--- config.mk ---
export PLATFORM = sky130hd
export DESIGN_NAME = mem_align_unit
export DESIGN_NICKNAME = d
export VERILOG_FILES = /design/src/rtl/mem_align_unit.sv
export SDC_FILE = /design/constraint.sdc
export NUM_CORES = 1
export LEC_CHECK = 0
export ABC_AREA = 1
export CORE_AREA = 2 2 143 145
export DETAILED_ROUTE_END_ITERATION = 8
export DIE_AREA = 0 0 145 147
export HOLD_SLACK_MARGIN = 0.12
export MAX_ROUTING_LAYER = met4
export PLACE_DENSITY = 0.77
export SYNTH_ARGS = -nofsm -noshare
export SYNTH_HDL_FRONTEND = slang
export SYNTH_SLANG_ARGS = --single-unit
--- constraint.sdc ---
create_clock -name CLK -period 1.9 [get_ports CLK]
set_input_delay 0.19 -clock CLK [delete_from_list [all_inputs] [get_ports CLK]]
set_output_delay 0.19 -clock CLK [all_outputs]
set_load 0.02 [all_outputs]
--- src/rtl/mem_align_unit.sv ---
// Load/store alignment unit. Misaligned non-IO loads become two aligned word reads and
// misaligned non-IO stores become a burst of byte stores; IO accesses pass through unchanged.
module mem_align_unit #(
  parameter logic [31:0] IO_BASE = 32'h11000000
) (
  input  logic        CLK,
  input  logic        RST_N,
  input  logic        REQ_VALID,
  output logic        REQ_READY,
  input  logic        REQ_WE,
  input  logic [31:0] REQ_ADDR,
  input  logic [1:0]  REQ_SIZE,
  input  logic        REQ_UNSIGNED,
  input  logic [31:0] REQ_WDATA,
  output logic        RSP_VALID,
  output logic [31:0] RSP_RDATA,
  output logic        RSP_ERR,
  output logic [31:0] MEM_ADDR2,
  output logic [31:0] MEM_DIN2,
  output logic        MEM_WRITE2,
  output logic        MEM_READ2,
  output logic        MEM_SIGN,
  output logic [1:0]  MEM_SIZE,
  input  logic [31:0] MEM_DOUT2
);

  typedef enum logic [2:0] {IDLE, RD0, RD1, RD2, WR, WRB, RSP} state_t;

  state_t      state_q, state_d;
  logic [31:0] addr_q, addr_d;
  logic [1:0]  size_q, size_d;
  logic        we_q, we_d;
  logic        uns_q, uns_d;
  logic [31:0] wdata_q, wdata_d;
  logic [31:0] lo_q, lo_d;
  logic [31:0] hi_q, hi_d;
  logic [2:0]  cnt_q, cnt_d;

  logic        is_io;
  logic        span;
  logic [31:0] word0;
  logic [2:0]  n_bytes;

  function automatic logic spanning(input logic [31:0] a, input logic [1:0] sz);
    logic io;
    io = (a >= IO_BASE);
    return !io && (((sz == 2'd1) && (a[1:0] == 2'd3)) ||
                   ((sz == 2'd2) && (a[1:0] != 2'd0)));
  endfunction

  function automatic logic [7:0] pick_byte(input logic [31:0] w, input logic [1:0] k);
    case (k)
      2'd0:    return w[7:0];
      2'd1:    return w[15:8];
      2'd2:    return w[23:16];
      default: return w[31:24];
    endcase
  endfunction

  // Little-endian window {hi,lo} starting at byte 'off' of lo, truncated then extended.
  function automatic logic [31:0] align_load(input logic [31:0] lo, input logic [31:0] hi,
                                             input logic [1:0] off, input logic [1:0] sz,
                                             input logic uns);
    logic [31:0] win;
    logic [31:0] r;
    win = 32'({hi, lo} >> {off, 3'b000});
    case (sz)
      2'd0:    r = uns ? {24'b0, win[7:0]}   : {{24{win[7]}}, win[7:0]};
      2'd1:    r = uns ? {16'b0, win[15:0]}  : {{16{win[15]}}, win[15:0]};
      default: r = win;
    endcase
    return r;
  endfunction

  assign is_io   = (addr_q >= IO_BASE);
  assign span    = spanning(addr_q, size_q);
  assign word0   = {addr_q[31:2], 2'b00};
  assign n_bytes = (size_q == 2'd2) ? 3'd4 : 3'd2;

  always_comb begin
    state_d    = state_q;
    addr_d     = addr_q;
    size_d     = size_q;
    we_d       = we_q;
    uns_d      = uns_q;
    wdata_d    = wdata_q;
    lo_d       = lo_q;
    hi_d       = hi_q;
    cnt_d      = cnt_q;
    REQ_READY  = 1'b0;
    RSP_VALID  = 1'b0;
    RSP_RDATA  = 32'h0;
    RSP_ERR    = 1'b0;
    MEM_ADDR2  = 32'h0;
    MEM_DIN2   = 32'h0;
    MEM_WRITE2 = 1'b0;
    MEM_READ2  = 1'b0;
    MEM_SIGN   = 1'b0;
    MEM_SIZE   = 2'd0;

    case (state_q)
      IDLE: begin
        REQ_READY = 1'b1;
        if (REQ_VALID) begin
          addr_d  = REQ_ADDR;
          size_d  = REQ_SIZE;
          we_d    = REQ_WE;
          uns_d   = REQ_UNSIGNED;
          wdata_d = REQ_WDATA;
          lo_d    = 32'h0;
          hi_d    = 32'h0;
          cnt_d   = 3'd0;
          if (REQ_SIZE == 2'd3)                   state_d = RSP;
          else if (!REQ_WE)                       state_d = RD0;
          else if (spanning(REQ_ADDR, REQ_SIZE))  state_d = WRB;
          else                                    state_d = WR;
        end
      end
      RD0: begin
        MEM_READ2 = 1'b1;
        if (is_io) begin
          MEM_ADDR2 = addr_q;
          MEM_SIZE  = size_q;
          MEM_SIGN  = uns_q;
        end else begin
          MEM_ADDR2 = word0;
          MEM_SIZE  = 2'd2;
        end
        state_d = RD1;
      end
      RD1: begin
        lo_d = MEM_DOUT2;
        if (span) begin
          MEM_READ2 = 1'b1;
          MEM_ADDR2 = word0 + 32'd4;
          MEM_SIZE  = 2'd2;
          state_d   = RD2;
        end else begin
          state_d = RSP;
        end
      end
      RD2: begin
        hi_d    = MEM_DOUT2;
        state_d = RSP;
      end
      WR: begin
        MEM_WRITE2 = 1'b1;
        MEM_ADDR2  = addr_q;
        MEM_SIZE   = size_q;
        MEM_DIN2   = wdata_q;
        MEM_SIGN   = uns_q;
        state_d    = RSP;
      end
      WRB: begin
        // One byte per cycle; the cycle with cnt == N is a settle cycle before RSP.
        if (cnt_q < n_bytes) begin
          MEM_WRITE2 = 1'b1;
          MEM_ADDR2  = addr_q + {29'b0, cnt_q};
          MEM_DIN2   = {24'b0, pick_byte(wdata_q, cnt_q[1:0])};
          cnt_d      = cnt_q + 3'd1;
        end else begin
          state_d = RSP;
        end
      end
      RSP: begin
        RSP_VALID = 1'b1;
        RSP_ERR   = (size_q == 2'd3);
        if (!we_q && (size_q != 2'd3))
          RSP_RDATA = is_io ? lo_q : align_load(lo_q, hi_q, addr_q[1:0], size_q, uns_q);
        state_d = IDLE;
      end
      default: state_d = IDLE;
    endcase
  end

  always_ff @(posedge CLK or negedge RST_N) begin
    if (!RST_N) begin
      state_q <= IDLE;
      addr_q  <= 32'h0;
      size_q  <= 2'd0;
      we_q    <= 1'b0;
      uns_q   <= 1'b0;
      wdata_q <= 32'h0;
      lo_q    <= 32'h0;
      hi_q    <= 32'h0;
      cnt_q   <= 3'd0;
    end else begin
      state_q <= state_d;
      addr_q  <= addr_d;
      size_q  <= size_d;
      we_q    <= we_d;
      uns_q   <= uns_d;
      wdata_q <= wdata_d;
      lo_q    <= lo_d;
      hi_q    <= hi_d;
      cnt_q   <= cnt_d;
    end
  end

endmodule

Word-level counts from Yosys, hierarchy flattened --
Index checks and enable logic that the tools add are counted.
Word-level totals: register bits 138, bits in latches 0, memory bits (writable) 0, ROM bits 0, bits of input ports 103, memories kept 0
Operators by class: add/sub/neg operators 3, $mul 0, div/mod/pow operators 0, magnitude comparators 3, equal/unequal tests 20, shift operators 1, muxes and demuxes 39, bitwise gates (word level) 0, reduce and logical (&&, ||, !) cells 26
Operators with widths (count):
- $mux W32 | 8
- $pmux W32 S2 | 4
- $pmux W32 S4 | 1
- $ge A32 B29 Y1 const B | 2
- $shr A64 B5 Y32 | 1
- $add A32 B3 Y32 | 1
- $add A32 B3 Y32 const B | 1
- $mux W3 | 8
- $pmux W8 S3 | 1
- $pmux W3 S5 | 1
- $eq A2 B2 Y1 const B | 7
- $reduce_bool A2 Y1 | 5
- $eq A3 B3 Y1 const B | 3
- $mux W8 | 1
- $ne A2 B2 Y1 const B | 4
- $reduce_and A2 Y1 | 4
- $logic_and A1 B1 Y1 | 7
- $mux W1 | 7
- $eq A2 B1 Y1 const B | 3
- $eq A3 B2 Y1 const B | 2
- $mux W2 | 3
- $pmux W1 S2 | 3
- $pmux W2 S3 | 1
- $pmux W3 S2 | 1
- 9 further kinds | 13

Depth between registers and ports, before layout --
Gate-level depths: netlist of run 1.
depth after elaboration 9, mapped depth 13, mapped depth without buffers 12

Worst setup path before layout of run 1 --
OpenSTA, ideal clock, no wires.
path kind reg2out, from reg addr_q[1], to out MEM_ADDR2[30], arrival time 2.298 ns, slack -0.588 ns, stages on the path, launching flop included 12, buffers on the path 2, path through dfrtp_1 -> buf_2 -> inv_1 -> buf_2 -> fa_1 -> inv_1 -> nand3_1 -> nand2_1 -> nand2_1 -> nor2_2 -> a21oi_1 -> o21ai_0
Between the ends: cells in the longest elaborated chain, start to end 6, elaborated cells between the ends (all ways) 12, those cells by class add/sub (1); order compare (1); eq/ne (1); mux (3); reduce/logical (6)
Ends and longest elaborated chain:
- start, declared | line 30 | logic [31:0] addr_q, addr_d;
- start signal, assigned | line 189 | addr_q <= addr_d;
- parallel branches: the longest is 5 deep, another holds $ge A32 B29 Y1
- $pmux W32 S4 * | line 101 | case (state_q)
- end, declared | line 18 | output logic [31:0] MEM_ADDR2,
Every way passes the cells marked *.

Worst setup path in the final report of run 1 --
from reg addr_q[0], to out RSP_RDATA[8]
Between the ends: cells in the longest elaborated chain, start to end 6, elaborated cells between the ends (all ways) 8, those cells by class order compare (1); shift (1); mux (6)
Ends and longest elaborated chain:
- parallel branches: the longest is 3 deep, another holds $ge A32 B29 Y1
- $mux W32 * | line 169 | RSP_RDATA = is_io ? lo_q : align_load(lo_q, hi_q, addr_q[1:0], size_q, uns_q);
- $mux W32 * | line 168 | if (!we_q && (size_q != 2'd3))
- $mux W32 * | line 101
- end, declared | line 16 | output logic [31:0] RSP_RDATA,
Marks and branches as above.

==> impl_summary.txt, run 1 <==
----------------------------------------------------
[Run status]
  Result of the run ... complete, but fails checks
  Violations in the final reports ... negative setup slack

[Synth]
  EDFF count, synth ... 0
  Yosys Warn Count ... 0
  Synth Cell Area ... 9080 um^2
  Cell variety after synth ... 43
  Syn Inst Count ... 1357
  Sequential share of the synthesized area ... 0.358
  Number of nets produced by synthesis ... 1471
  Share of synthesized registers carrying an async set or reset ... 1.00
  Primary flip-flop cell chosen by synthesis mapping ... sky130_fd_sc_hd__dfrtp_1
  Average instance area after synthesis ... 6.69 um^2
  Number of storage elements in the synthesis netlist ... 130

[Run]
  Max-cap violations ... 0

[Global route]
  Wire length of the first global-routing pass ... 56200 um
  Tot GR Track Use ... 0.342
  Total gr overflow ... 0
  Number of global-route vias before repair ... 10.9k
  Antenna violations before repair ... 0
  Largest net degree at the start of global routing ... 65

[Floorplan]
  Height of the die ... 147 um
  Initial core utilization ... 0.458
  Std-Cell Core Area ... 19800 um^2
  Die ar. ... 21300 um^2
  Die X-Extent ... 145 um
  Count of pins on the block boundary ... 207
  Total number of placement rows ... 52

[Clock tree]
  Clock edge transition at the registers on the reported setup and hold paths ... 0.07 ns
  CTS root buffer ... sky130_fd_sc_hd__clkbuf_16
  Later-pin clock latency in the skew report ... 0.44 ns
  TritonCTS clock tree ... done
  Clock sink count ... 130
  H-tree depth ... 4
  Clock buffer depth ... 2
  CTS buffer count ... 17

[Cells and area]
  Register area ... 3260 um^2
  Layout Nets ... 1893
  Commonest non-fill, non-tap cell in the layout ... sky130_fd_sc_hd__nand2_1
  Commonest non-fill, non-tap cells in the layout ... sky130_fd_sc_hd__nand2_1, sky130_fd_sc_hd__buf_4, sky130_fd_sc_hd__inv_1, sky130_fd_sc_hd__dfrtp_1, sky130_fd_sc_hd__nor2_1
  Share of layout cells above drive strength 1 ... 0.394
  Antenna diode count ... 0
  Number of inserted filler cells in the final layout ... 1210
  Growth of design area from synthesis to finish ... 74.3%
  Area occupied by multi-input gates ... 6340 um^2

[Detailed routing]
  Via count of the routed design ... 12.2k
  Starting DRT DRC Count ... 1508
  Via density per instance ... 5.94
  WL/cell ... 21.3 um
  # DRC ... 0
  Number of nets with antenna violations after detailed routing ... 0
  Number of optimization iterations in the first detailed-route pass ... 8
  Final Routed Wirelength ... 43900 um

[Placement]
  Port Buffer Count ... 206
  Post-placement worst setup slack ... -0.596 ns
  Last weighted congestion value of the routability-driven placer ... 0.957
  Half-perimeter wire length of the detailed placement result ... 25500 um

[Pwr]
  Power, Total ... 0.0278 W
  Static Leakage ... 7.45 nW
  Pwr dens ... 1760 nW/um^2
  Largest voltage drop on the vdd net ... 1.18 mV

[Critical path]
  Startpoint types ... flop
  Register-to-register setup slack ... -0.18 ns
  Largest fanout on the critical path ... 7
  Worst Setup Path Type ... flop to output port
  R2R depth ... 13
  Crit path capture type ... output port
  Crit path arrival time ... 2.36 ns
  Required time worst endpoint ... 1.71 ns

[Timing]
  Slew at the pin closest to its max-slew limit ... 0.523 ns
  Upper clock frequency limit ... 0.392 GHz
  Setup repair after global routing missed its margin ... true
  Share of the cycle needed by the critical path after routing ... 1.34
  Final setup vio count ... 114
  Skew final ... 0.0130 ns
  Max-slew headroom at the worst pin ... 0.649
  Number of max-slew violations in the final report ... 0
  Final setup slack of the worst path ... -0.650 ns
  Final hold violation count ... 0
  Clock period minus final worst setup slack ... 2.55 ns

[Worst hold path]
  Worst min-delay path category ... input pin to asynchronous set/reset pin

----------------------------------------------------
## cell families after synthesis
group,after synthesis,share of synthesized area
flip-flops,130,0.358
AO/OA/AOI/OAI,290,0.171
AND/OR/NAND/NOR,683,0.325
multiplexers,13,0.0161
buffers and inverters,222,0.106
adder cells (fa/ha/maj),11,0.0160
XOR/XNOR,8,0.00771
## Yosys cell counts, types with 2 or more instances
cell type	n	area [um^2]
sky130_fd_sc_hd__o21ai_1	15	75.1
sky130_fd_sc_hd__ha_1	10	125
sky130_fd_sc_hd__nor2_2	13	81.3
sky130_fd_sc_hd__mux2_2	2	22.5
sky130_fd_sc_hd__nand2_1	330	1240
sky130_fd_sc_hd__buf_6	5	56.3
sky130_fd_sc_hd__o21ai_0	116	581
sky130_fd_sc_hd__mux2_1	11	124
sky130_fd_sc_hd__a22o_1	7	61.3
sky130_fd_sc_hd__nand4_1	5	31.3
sky130_fd_sc_hd__a22oi_1	6	45.0
sky130_fd_sc_hd__o21bai_1	3	22.5
sky130_fd_sc_hd__buf_2	32	160
sky130_fd_sc_hd__nand2_2	9	56.3
sky130_fd_sc_hd__a21oi_1	111	556
sky130_fd_sc_hd__inv_1	145	544
sky130_fd_sc_hd__xor2_1	7	61.3
sky130_fd_sc_hd__nand3_1	132	661
sky130_fd_sc_hd__nor3_1	7	35.0
sky130_fd_sc_hd__clkbuf_1	23	86.3
sky130_fd_sc_hd__nor2_1	166	623
sky130_fd_sc_hd__dfrtp_1	130	3250
sky130_fd_sc_hd__o22ai_1	26	163
sky130_fd_sc_hd__inv_2	8	30.0
sky130_fd_sc_hd__nand3_2	15	150
sky130_fd_sc_hd__buf_4	6	45.0
## final timing paths
check / startpoint / to
worst max-delay path: addr_q[0] / RSP_RDATA[8]
worst min-delay path: RST_N / wdata_q[24]
worst max register to register: size_q[1] / state_q[1]
worst min register to register: hi_q[22] / hi_q[22]
max in group asynchronous: RST_N / addr_q[15]
min in group CLK: MEM_DOUT2[24] / lo_q[24]
## report_power, final
part | switching (W) | internal (W) | total (W)
sequential | 0.00130 | 0.00405 | 0.00536
clock | 0.00152 | 0.00202 | 0.00354
combinational | 0.0110 | 0.00798 | 0.0189
total | 0.0138 | 0.0141 | 0.0278
## through the flow
stage / hold slack [ns] / cell area [um^2] / setup TNS (ns) / cells / util
after floorplan: -0.106 / 9230 / -0.964 / 1357 / -
after global placement: 0.143 / 12900 / -35.14 / 1964 / 0.652
after detailed placement: 0.146 / 12900 / -37.30 / 1964 / 0.652
after CTS: 0.235 / 14300 / -29.82 / 2036 / 0.719
after global routing: 0.262 / 15800 / -45.07 / 2062 / 0.798
final: 0.255 / 15800 / -40.79 / 2062 / 0.798
## critical path, cell delays in order, from the launching register on
cell	delay, ns
sky130_fd_sc_hd__dfrtp_2	0.40
sky130_fd_sc_hd__buf_6	0.13
sky130_fd_sc_hd__buf_12	0.15
sky130_fd_sc_hd__clkinv_8	0.07
sky130_fd_sc_hd__buf_8	0.13
sky130_fd_sc_hd__nor2_4	0.23
sky130_fd_sc_hd__buf_6	0.17
sky130_fd_sc_hd__a22oi_1	0.07
sky130_fd_sc_hd__nand2_1	0.09
sky130_fd_sc_hd__a21oi_1	0.09
sky130_fd_sc_hd__nor2_1	0.20
sky130_fd_sc_hd__buf_4	0.18
## layout make-up
class	instances	area share
Multi-Input combinational cell	1005	0.400
Timing Repair Buffer	470	0.293
Sequential cell	130	0.206
Inverter	154	0.0402
Clock buffer	18	0.0277
Tap cell	270	0.0213
Clock inverter	14	0.0105
Timing Repair inverter	1	0.00103
## metal layers
metal | part of all wire | vias to the layer above | global-route usage | routed length, um
met5 | 0 | - | - | 0
met3 | 0.094 | 307 | 0.0478 | 4120
li1 | - | 5282 | - | -
met1 | 0.35 | 5687 | 0.417 | 15500
met4 | 0.076 | 0 | 0.178 | 3340
met2 | 0.48 | 970 | 0.557 | 21000
## registers in the layout, summed over array words and instances, names as in the netlist
signal / flops
addr_q: 32
lo_q: 32
wdata_q: 32
hi_q: 24
cnt_q: 3
state_q: 3
size_q: 2
uns_q: 1
we_q: 1
## repair_timing
| action | CTS | global route |
|---|---|---|
| hold buffers | 1 | 0 |
| hold endpoints to repair | 123 | 0 |
| cloned | 2 | 5 |
| setup buffers | 37 | 28 |
| resized for setup | 662 | 371 |
| pin swaps | 32 | 76 |
| endpoints found under the setup margin | 104 | 134 |
No activity file was read; power rests on OpenSTA's default activity.
==> run 2: changes to the inputs <==
Settings changed: CAP_MARGIN set to 20.
==> results of run 2 <==
No change in the layout: final DEF, timing and power equal those of run 1.
